### config.mk
export PLATFORM = sky130hd
export DESIGN_NAME = mem_port_arbiter
export DESIGN_NICKNAME = d
export VERILOG_FILES = /design/src/rtl/mem_port_arbiter.sv
export SDC_FILE = /design/constraint.sdc
export NUM_CORES = 1
export LEC_CHECK = 0
export ABC_AREA = 1
export BUFFER_PORTS_ARGS = -buffer_cell sky130_fd_sc_hd__buf_2
export CAP_MARGIN = 20
export CORE_MARGIN = 3
export CORE_UTILIZATION = 35
export DETAILED_ROUTE_END_ITERATION = 10
export PLACE_DENSITY_LB_ADDON = 0.05
export SLEW_MARGIN = 30
export SYNTH_ARGS = -nofsm -noshare
export SYNTH_HDL_FRONTEND = slang
export SYNTH_SLANG_ARGS = --single-unit
export TNS_END_PERCENT = 100
### constraint.sdc
create_clock -name clk -period 13.9 [get_ports clk]
set_clock_uncertainty 0.05 [all_clocks]
set_input_delay 2.78 -clock clk [delete_from_list [all_inputs] [get_ports clk]]
set_output_delay 2.78 -clock clk [all_outputs]
set_load 0.01 [all_outputs]
### src/rtl/mem_port_arbiter.sv
// Shares one memory bus between the fetch and memory pipeline stages.
// Data has priority unless fetch has been starved for STARVE_LIMIT grants.
module mem_port_arbiter #(
    parameter int unsigned AW           = 32,
    parameter int unsigned DW           = 32,
    parameter int unsigned STARVE_LIMIT = 4
) (
    input  logic            clk,
    input  logic            rst,
    input  logic            i_req,
    input  logic [AW-1:0]   i_addr,
    input  logic            i_flush,
    output logic [DW-1:0]   i_rdata,
    output logic            i_ready,
    input  logic            d_req,
    input  logic            d_we,
    input  logic [AW-1:0]   d_addr,
    input  logic [DW-1:0]   d_wdata,
    input  logic [DW/8-1:0] d_sel,
    output logic [DW-1:0]   d_rdata,
    output logic            d_ready,
    output logic            stallF,
    output logic            stallM,
    output logic            m_req,
    output logic            m_we,
    output logic [AW-1:0]   m_addr,
    output logic [DW-1:0]   m_wdata,
    output logic [DW/8-1:0] m_sel,
    input  logic [DW-1:0]   m_rdata,
    input  logic            m_ack
);
    localparam int unsigned SW        = DW / 8;
    localparam logic [3:0]  StarveLim = 4'(STARVE_LIMIT);

    typedef enum logic [1:0] {StIdle, StIBusy, StDBusy} stateE;

    stateE           stateQ, stateD;
    logic [3:0]      starveQ, starveD;
    logic            discardQ, discardD;
    logic            mReqQ, mReqD;
    logic            mWeQ, mWeD;
    logic [AW-1:0]   mAddrQ, mAddrD;
    logic [DW-1:0]   mWdataQ, mWdataD;
    logic [SW-1:0]   mSelQ, mSelD;
    logic            iReadyQ, iReadyD;
    logic            dReadyQ, dReadyD;
    logic [DW-1:0]   iRdataQ, iRdataD;
    logic [DW-1:0]   dRdataQ, dRdataD;
    logic            dropFetch;

    always_comb begin
        stateD    = stateQ;
        starveD   = starveQ;
        discardD  = discardQ;
        mReqD     = mReqQ;
        mWeD      = mWeQ;
        mAddrD    = mAddrQ;
        mWdataD   = mWdataQ;
        mSelD     = mSelQ;
        iReadyD   = 1'b0;
        dReadyD   = 1'b0;
        iRdataD   = iRdataQ;
        dRdataD   = dRdataQ;
        // A flush landing in the ack cycle still squashes that fetch.
        dropFetch = discardQ | i_flush;
        unique case (stateQ)
            StIdle: begin
                if (d_req && ((starveQ < StarveLim) || !i_req)) begin
                    mReqD   = 1'b1;
                    mWeD    = d_we;
                    mAddrD  = d_addr;
                    mWdataD = d_wdata;
                    mSelD   = d_sel;
                    stateD  = StDBusy;
                    if (i_req && (starveQ != 4'hF)) begin
                        starveD = starveQ + 4'd1;
                    end
                end else if (i_req && !i_flush) begin
                    mReqD   = 1'b1;
                    mWeD    = 1'b0;
                    mAddrD  = i_addr;
                    mSelD   = {SW{1'b1}};
                    stateD  = StIBusy;
                    starveD = 4'd0;
                end
            end
            StDBusy: begin
                if (m_ack) begin
                    mReqD   = 1'b0;
                    dReadyD = 1'b1;
                    stateD  = StIdle;
                    if (!mWeQ) begin
                        dRdataD = m_rdata;
                    end
                end
            end
            StIBusy: begin
                if (i_flush) begin
                    discardD = 1'b1;
                end
                if (m_ack) begin
                    mReqD    = 1'b0;
                    discardD = 1'b0;
                    stateD   = StIdle;
                    if (!dropFetch) begin
                        iRdataD = m_rdata;
                        iReadyD = 1'b1;
                    end
                end
            end
            default: stateD = StIdle;
        endcase
    end

    always_ff @(posedge clk or posedge rst) begin
        if (rst) begin
            stateQ   <= StIdle;
            starveQ  <= 4'd0;
            discardQ <= 1'b0;
            mReqQ    <= 1'b0;
            mWeQ     <= 1'b0;
            mAddrQ   <= '0;
            mWdataQ  <= '0;
            mSelQ    <= '0;
            iReadyQ  <= 1'b0;
            dReadyQ  <= 1'b0;
            iRdataQ  <= '0;
            dRdataQ  <= '0;
        end else begin
            stateQ   <= stateD;
            starveQ  <= starveD;
            discardQ <= discardD;
            mReqQ    <= mReqD;
            mWeQ     <= mWeD;
            mAddrQ   <= mAddrD;
            mWdataQ  <= mWdataD;
            mSelQ    <= mSelD;
            iReadyQ  <= iReadyD;
            dReadyQ  <= dReadyD;
            iRdataQ  <= iRdataD;
            dRdataQ  <= dRdataD;
        end
    end

    assign m_req   = mReqQ;
    assign m_we    = mWeQ;
    assign m_addr  = mAddrQ;
    assign m_wdata = mWdataQ;
    assign m_sel   = mSelQ;
    assign i_ready = iReadyQ;
    assign d_ready = dReadyQ;
    assign i_rdata = iRdataQ;
    assign d_rdata = dRdataQ;

    // Stalls are forced low while reset is held so every output reads 0.
    assign stallF = i_req & ~iReadyQ & ~rst;
    assign stallM = d_req & ~dReadyQ & ~rst;

endmodule

Yosys cells after proc, flatten, opt, wreduce, memory -nomap -nowiden
Cells that the tools add are included.

storage, ports and cells
  input port bits = 139
  output and inout port bits = 138
  flip-flop bits (word level) = 143

cells by class
  equal/unequal tests = 6
  reduce and logical (&&, ||, !) cells = 19
  bitwise gates (word level) = 10
  add/sub/neg operators = 1
  muxes and demuxes = 24
  order comparisons = 1

operators with widths
  operator                                                               number
  32-bit 2-to-1 mux                                                      2
  4-bit 2-to-1 mux                                                       5
  1-bit 2-to-1 mux                                                       12
  3-bit AND reduction                                                    4
  2-bit AND reduction                                                    4
  2-bit 2-to-1 mux                                                       3
  2-bit nonzero test                                                     3
  1-bit inverter                                                         5
  4-bit by 1-bit adder with 4-bit output (second input constant)         1
  1-bit AND                                                              4
  4-bit by 3-bit < comparator with 1-bit output (second input constant)  1
  2-bit by 1-bit != test with 1-bit output (second input constant)       2
  4-bit != test (second input constant)                                  1
  2-bit one-hot mux with 2 select lines                                  1
  1-bit logical AND                                                      3
  3-bit != test (second input constant)                                  1
  2-bit by 1-bit == test with 1-bit output (second input constant)       1
  2-bit == test (second input constant)                                  1
  1-bit logical NOT                                                      2
  2-bit logical NOT                                                      1
  1-bit one-hot mux with 2 select lines                                  1
  2-bit OR reduction                                                     1
  1-bit logical OR                                                       1
  1-bit bitwise OR                                                       1

Logic depth before layout (Yosys ltp)
Gate-level depths: netlist (run 1).

  word-level depth = 5
  depth in mapped cells = 9

Least setup slack after synthesis (run 1)
OpenSTA, ideal clock, no wires.

  kind = input to output
  start = input port rst
  end = output port stallM
  arrival = 3.101 ns
  data required time = 11.070 ns
  stages = 1
  path slack = 7.969 ns
  path through = nor3b_1

on the way
  longest elaborated chain between the ends = 2

RTL lines
  what             RTL line  text
  start, declared  9         input logic rst,
  1-bit inverter   157       assign stallM = d_req & ~dReadyQ & ~rst;
  1-bit AND        157
  end, declared    23        output logic stallM,

No other way between the ends.

Worst setup path after layout (run 1)
Ends and elaborated chain as after synthesis.

==> results of run 1 <==
worst max-delay path by stage:
stage / end / depth (start not counted)
6_report: stallM / 3
2_1_floorplan: d_rdata[0] / 1
3_3_place_gp: stallF / 3
5_1_grt: stallM / 3
4_1_cts: stallM / 3
3_5_place_dp: stallM / 3
critical path: stages:
cell and delay (ns):
buf_2 0.13, nor3b_1 0.18, buf_2 0.16
through the flow:
stage / cells / instance area (sq um) / util (%) / setup slack (ns)
floorplan: 706 / 5982 / - / 7.232
global placement: 1170 / 7413 / 44.55 / 7.821
detailed placement: 1170 / 7416 / 44.56 / 7.819
CTS: 1202 / 8026 / 48.23 / 7.813
global route: 1204 / 8049 / 48.36 / 7.774
finish: 1204 / 8049 / 48.36 / 7.821
state kept, by name (all words and copies together) (netlist names):
name      count
i_ready       1
m_addr       32
i_rdata      32
discardQ      1
m_sel         4
d_rdata      32
m_we          1
m_wdata      32
d_ready       1
stateQ        2
m_req         1
starveQ       4
kinds of logic after synthesis:
family,after synthesis,synth area share (%)
AND/OR/NAND/NOR,404,26.04
flip-flops,143,59.82
buffers and inverters,85,7.383
AO/OA/AOI/OAI,69,5.773
adder cells (fa/ha/maj),4,0.8367
XOR/XNOR,1,0.1464
power groups by stage:
| stage | registers (mW) | clock network, mW | logic (mW) |
|---|---|---|---|
| final | 0.705 | 0.467 | 0.664 |
| after global routing | 0.730 | 0.500 | 0.760 |
| after CTS | 0.706 | 0.480 | 0.683 |
| after floorplan | 0.800 | 0 | 0.315 |
| after detailed placement | 0.707 | 0 | 0.684 |
| after global placement | 0.707 | 0 | 0.680 |
cell type report:
cell class	count	area [sq um]
flip-flops and latches	143	3578
repair buffers	279	1416
inverters	51	203.9
diodes	1	2.502
clock buffers	18	429.2
well taps	220	275.3
clock inverters	14	181.4
multi-input cells	478	1962
fillers	1684	8593
cells in the final DEF, fill, tap and decap left out, types with 2 or more instances in the layout:
| cell | n |
|---|---|
| dfrtp_1 | 143 |
| buf_2 | 276 |
| bufinv_16 | 3 |
| nor2_1 | 17 |
| inv_1 | 46 |
| ha_1 | 4 |
| nand2_1 | 371 |
| clkinv_4 | 5 |
| o21ai_0 | 17 |
| clkbuf_16 | 17 |
| o21ai_1 | 51 |
| inv_6 | 5 |
| inv_4 | 3 |
| nand2_2 | 4 |
| buf_4 | 2 |
| nand3_1 | 6 |
metal layers:
| layer | up-vias | routed length (um) | share of wire [%] |
|---|---|---|---|
| met5 | - | 0 | 0 |
| met4 | 0 | 240 | 1.5 |
| met3 | 16 | 1702 | 10 |
| met2 | 185 | 7613 | 47 |
| met1 | 2261 | 6776 | 41 |
| li1 | 2684 | - | - |
==> flow_metrics.tcl, run 1 <==
set metrics [dict create \
    status "completed" \
    die_h_um 136.7 \
    cts_root_buf "clkbuf_16" \
    hold_violations 0 \
    drc 0 \
    hpwlAfterDp_um 11430 \
    ant_nets 0 \
    dr.pass1.iters 5 \
    relSlewSlack_pct 50.04 \
    p_leak_nw 4.759 \
    dieWidth_um 136.7 \
    numCtsBuffers 17 \
    yosysMostFrequentCell "nand2_1" \
    rsz0062_at_grt "false" \
    async_flop_share_pct 100.0 \
    p_total_mw 1.836 \
    gp_congestion 0.6979 \
    synth-seq-cells 143 \
    grt_max_degree 77 \
    reg2reg_from "starveQ[2]" \
    grt.busiest_layer "met2" \
    synthFlopType "dfrtp_1" \
    grt_pass1_vias 4947 \
    p_per_area_nw_per_um2 228.1 \
    vias_per_cell 4.274 \
    wl_per_cell_um 13.56 \
    cts_setup_buffers 0 \
    rows 47 \
    grtUsageMet2_pct 28.53 \
    antenna_found_initial 1 \
    clock_latency_ns 0.41 \
    vdd_ir_drop_max_mv 0.09061 \
    slew_viol_final 0 \
    reg2reg_depth 7 \
    seq_power_share_pct 38.4 \
    drive_gt1_share_pct 32.76 \
    use_met1_pct 20.54 \
    min_period_ns 6.079 \
    clock.fmax_mhz 164.5 \
    setup_viol 0 \
    dr_total_vias 5146 \
    syn2layout_area_growth_pct 34.55 \
    dieArea_sq_um 18700 \
    nets 1113 \
    syn_area_sq_um 5982 \
    maxCapViolations 0 \
    numPortBuffers 276 \
    grt_overflow_total 0 \
    required_ns 11.07 \
    grt_usage_pct 17.38 \
    cts.htree.levels 4 \
    hold_path_class "reg -> reg" \
    worst_pin_slew_ns 0.7467 \
    cp-end-kind "output pin" \
    intPower_mw 1.149 \
    start_util_pct 35.94 \
    reg2reg_slack_ns 10.85 \
    p_clk_share_pct 25.4 \
    p_comb_share_pct 36.1 \
    regToRegEndpoint "m_wdata[31]" \
    ys_seq_area_share_pct 59.82 \
    postCtsHoldBufs 0 \
    grt_pass1_wl_um 25270 \
    yosys.area.top_type "dfrtp_1" \
    syn-num-nets 849 \
    cp-startpoint "rst" \
    hold_depth 2 \
    min_from "m_addr[1]" \
    worst-path-max-fanout 3 \
    cts_tree "yes" \
    switching_power_mw 0.6869 \
    synth_edf_count 0 \
    worstPathArrival_ns 3.25 \
    clock_sinks 143 \
    synth_top_cell_area_share_pct 59.82 \
    ys.warnings.count 0 \
    switching_share_pct 37.42 \
    post_cts_resized 0 \
    clkTransAtPathRegs_ns 0.06 \
    period_share_pct 43.74 \
    hold_slack_ns 0.4216 \
    finalSetupTns_ns 0 \
    cp-start-kind "input port" \
    drt_iter0_markers 238 \
    syn-instance-count 706 \
    min_to "m_addr[1]" \
    synthDistinctLibCells 23 \
    drt-total-wl_um 16330 \
    synth.avg_cell_area_sq_um 8.473 \
    synthTopCellsByArea "dfrtp_1, nand2_1, o21ai_1" \
    use_met3_pct 7.390 \
    worstSetupPathType "in -> out" \
    clock_path_buffers 2 \
    core_sq_um 16640 \
    io_pins 277 \
    yosys-top-cells-count "nand2_1, dfrtp_1, o21ai_1" \
]
Power figures use the tool's default switching activity.
==> run 2: changes to the inputs <==
==> constraint.sdc (replaced) <==
create_clock -name clk -period 5.7 [get_ports clk]
set_clock_uncertainty 0.05 [all_clocks]
set_input_delay 1.14 -clock clk [delete_from_list [all_inputs] [get_ports clk]]
set_output_delay 1.14 -clock clk [all_outputs]
set_load 0.01 [all_outputs]
==> run 2 against run 1 <==
  * Via count increased by 0.23%
  * Sequential cell count unchanged
  * Critical path depth increased by 5
  * Largest cell class unchanged
  * Highest routed layer unchanged
==> flow_metrics.tcl, run 2 (synthesis results as in run 1) <==
set metrics [dict create \
    worstSetupPathType "in -> reg" \
    numCtsBuffers 17 \
    finalNonFillerCells 1204 \
    period_share_pct 59.27 \
    intPower_mw 2.898 \
    dieArea_sq_um 18700 \
    cp-startpoint "i_req" \
    grt_overflow_total 0 \
    seq_power_share_pct 37.9 \
    dr_total_vias 5158 \
    final_common_cell "nand2_1" \
    clock_latency_ns 0.40 \
    cp-end-kind "flip-flop" \
    cp-start-kind "input port" \
    clock_path_buffers 2 \
    gp_congestion 0.7267 \
    cts.htree.levels 4 \
    worstPathArrival_ns 3.68 \
    status "completed" \
    cts_root_buf "clkbuf_16" \
    rsz0062_at_grt "false" \
    drive_gt1_share_pct 32.66 \
    antenna_found_initial 0 \
    worst-path-max-fanout 39 \
    vdd_ir_drop_max_mv 0.2501 \
    switching_power_mw 1.669 \
    clkTransAtPathRegs_ns 0.06 \
    drt-total-wl_um 16570 \
    hold_violations 0 \
    p_comb_share_pct 35.3 \
    clock_sinks 143 \
    hold_slack_ns 0.4107 \
    syn2layout_area_growth_pct 35.01 \
    min_period_ns 3.379 \
    relSlewSlack_pct 45.51 \
    nets 1113 \
    rows 47 \
    worst_pin_slew_ns 0.8174 \
    wl_per_cell_um 13.76 \
    dieWidth_um 136.7 \
    hpwlAfterDp_um 11750 \
    maxCapViolations 0 \
    post_cts_resized 0 \
    die_h_um 136.7 \
    core_sq_um 16640 \
    min_from "discardQ" \
    ant_nets 0 \
    numPortBuffers 276 \
    grt_pass1_wl_um 25240 \
    p_leak_nw 4.769 \
    reg2reg_from "starveQ[2]" \
    p_clk_share_pct 26.8 \
    setup_viol 0 \
    clock.fmax_mhz 296.0 \
    dr.pass1.iters 4 \
    required_ns 6.00 \
    vias_per_cell 4.284 \
    hold_path_class "reg -> reg" \
    grt_usage_pct 17.33 \
    grt_pass1_vias 4904 \
    fillers 1701 \
    grt_max_degree 66 \
    multiInputGateArea_sq_um 1962 \
    switching_share_pct 36.54 \
    cts_setup_buffers 0 \
    start_util_pct 35.94 \
    drt_iter0_markers 227 \
    regArea_sq_um 3578 \
    slew_viol_final 0 \
    postCtsHoldBufs 0 \
    cts_tree "yes" \
    layout_common_cells "nand2_1, buf_2, dfrtp_1" \
    p_per_area_nw_per_um2 565.4 \
    io_pins 277 \
    drc 0 \
    place_inst 1171 \
    finalSetupTns_ns 0 \
]
## run 2: worst paths after layout
path | to | slack, ns | cells past startpoint
min | i_ready | 0.41 | 1
min reg2reg | i_ready | 0.41 | 1
max reg2reg | m_wdata[31] | 2.65 | 7
max | m_wdata[31] | 2.32 | 8
max in group asynchronous | i_rdata[2] | 3.84 | 3
min in group asynchronous | m_wdata[23] | 0.79 | 2
## run 2: per-layer routing
layer	wire length (um)	part of all wire, %	global-route usage [%]
met1	7245	44	22.31
met4	150	0.91	4.591
met2	7591	46	27.41
met5	0	0	0
met3	1582	9.5	6.728
## run 2: worst max-delay path, cell delays in order
cell	delay, ns
buf_2	0.11
o21ai_1	0.08
nand2_2	0.44
inv_4	0.49
nand2_2	0.52
inv_2	0.63
nand2_1	0.14
nand2_1	0.09
## run 2: power groups by stage
stage,Combinational (mW),Sequential [mW],Clock [mW]
after floorplan,0.769,1.95,0
after CTS,1.66,1.73,1.25
after detailed placement,1.66,1.73,0
after global placement,1.65,1.74,0
final,1.61,1.73,1.22
after global routing,1.85,1.79,1.30
## run 2: final cells by class
| type | count | share of cell area [%] |
|---|---|---|
| diodes | 1 | 0.03098 |
| clock buffers | 20 | 5.531 |
| clock inverters | 12 | 2.541 |
| inverters | 51 | 2.510 |
| multi-input cells | 478 | 24.29 |
| flip-flops and latches | 143 | 44.31 |
| well taps | 220 | 3.408 |
| repair buffers | 279 | 17.38 |
## run 2: metrics by stage
step / utilization, % / instance area, sq um / setup WS [ns] / power [mW]
6_report: 48.53 / 8077 / 2.321 / 4.566
5_1_grt: 48.52 / 8074 / 1.960 / 4.937
4_1_cts: 48.51 / 8073 / 2.254 / 4.645
3_5_place_dp: 44.59 / 7421 / 1.819 / 3.396
3_3_place_gp: 44.59 / 7421 / 1.802 / 3.387
2_1_floorplan: - / 5982 / 0.6721 / 2.720
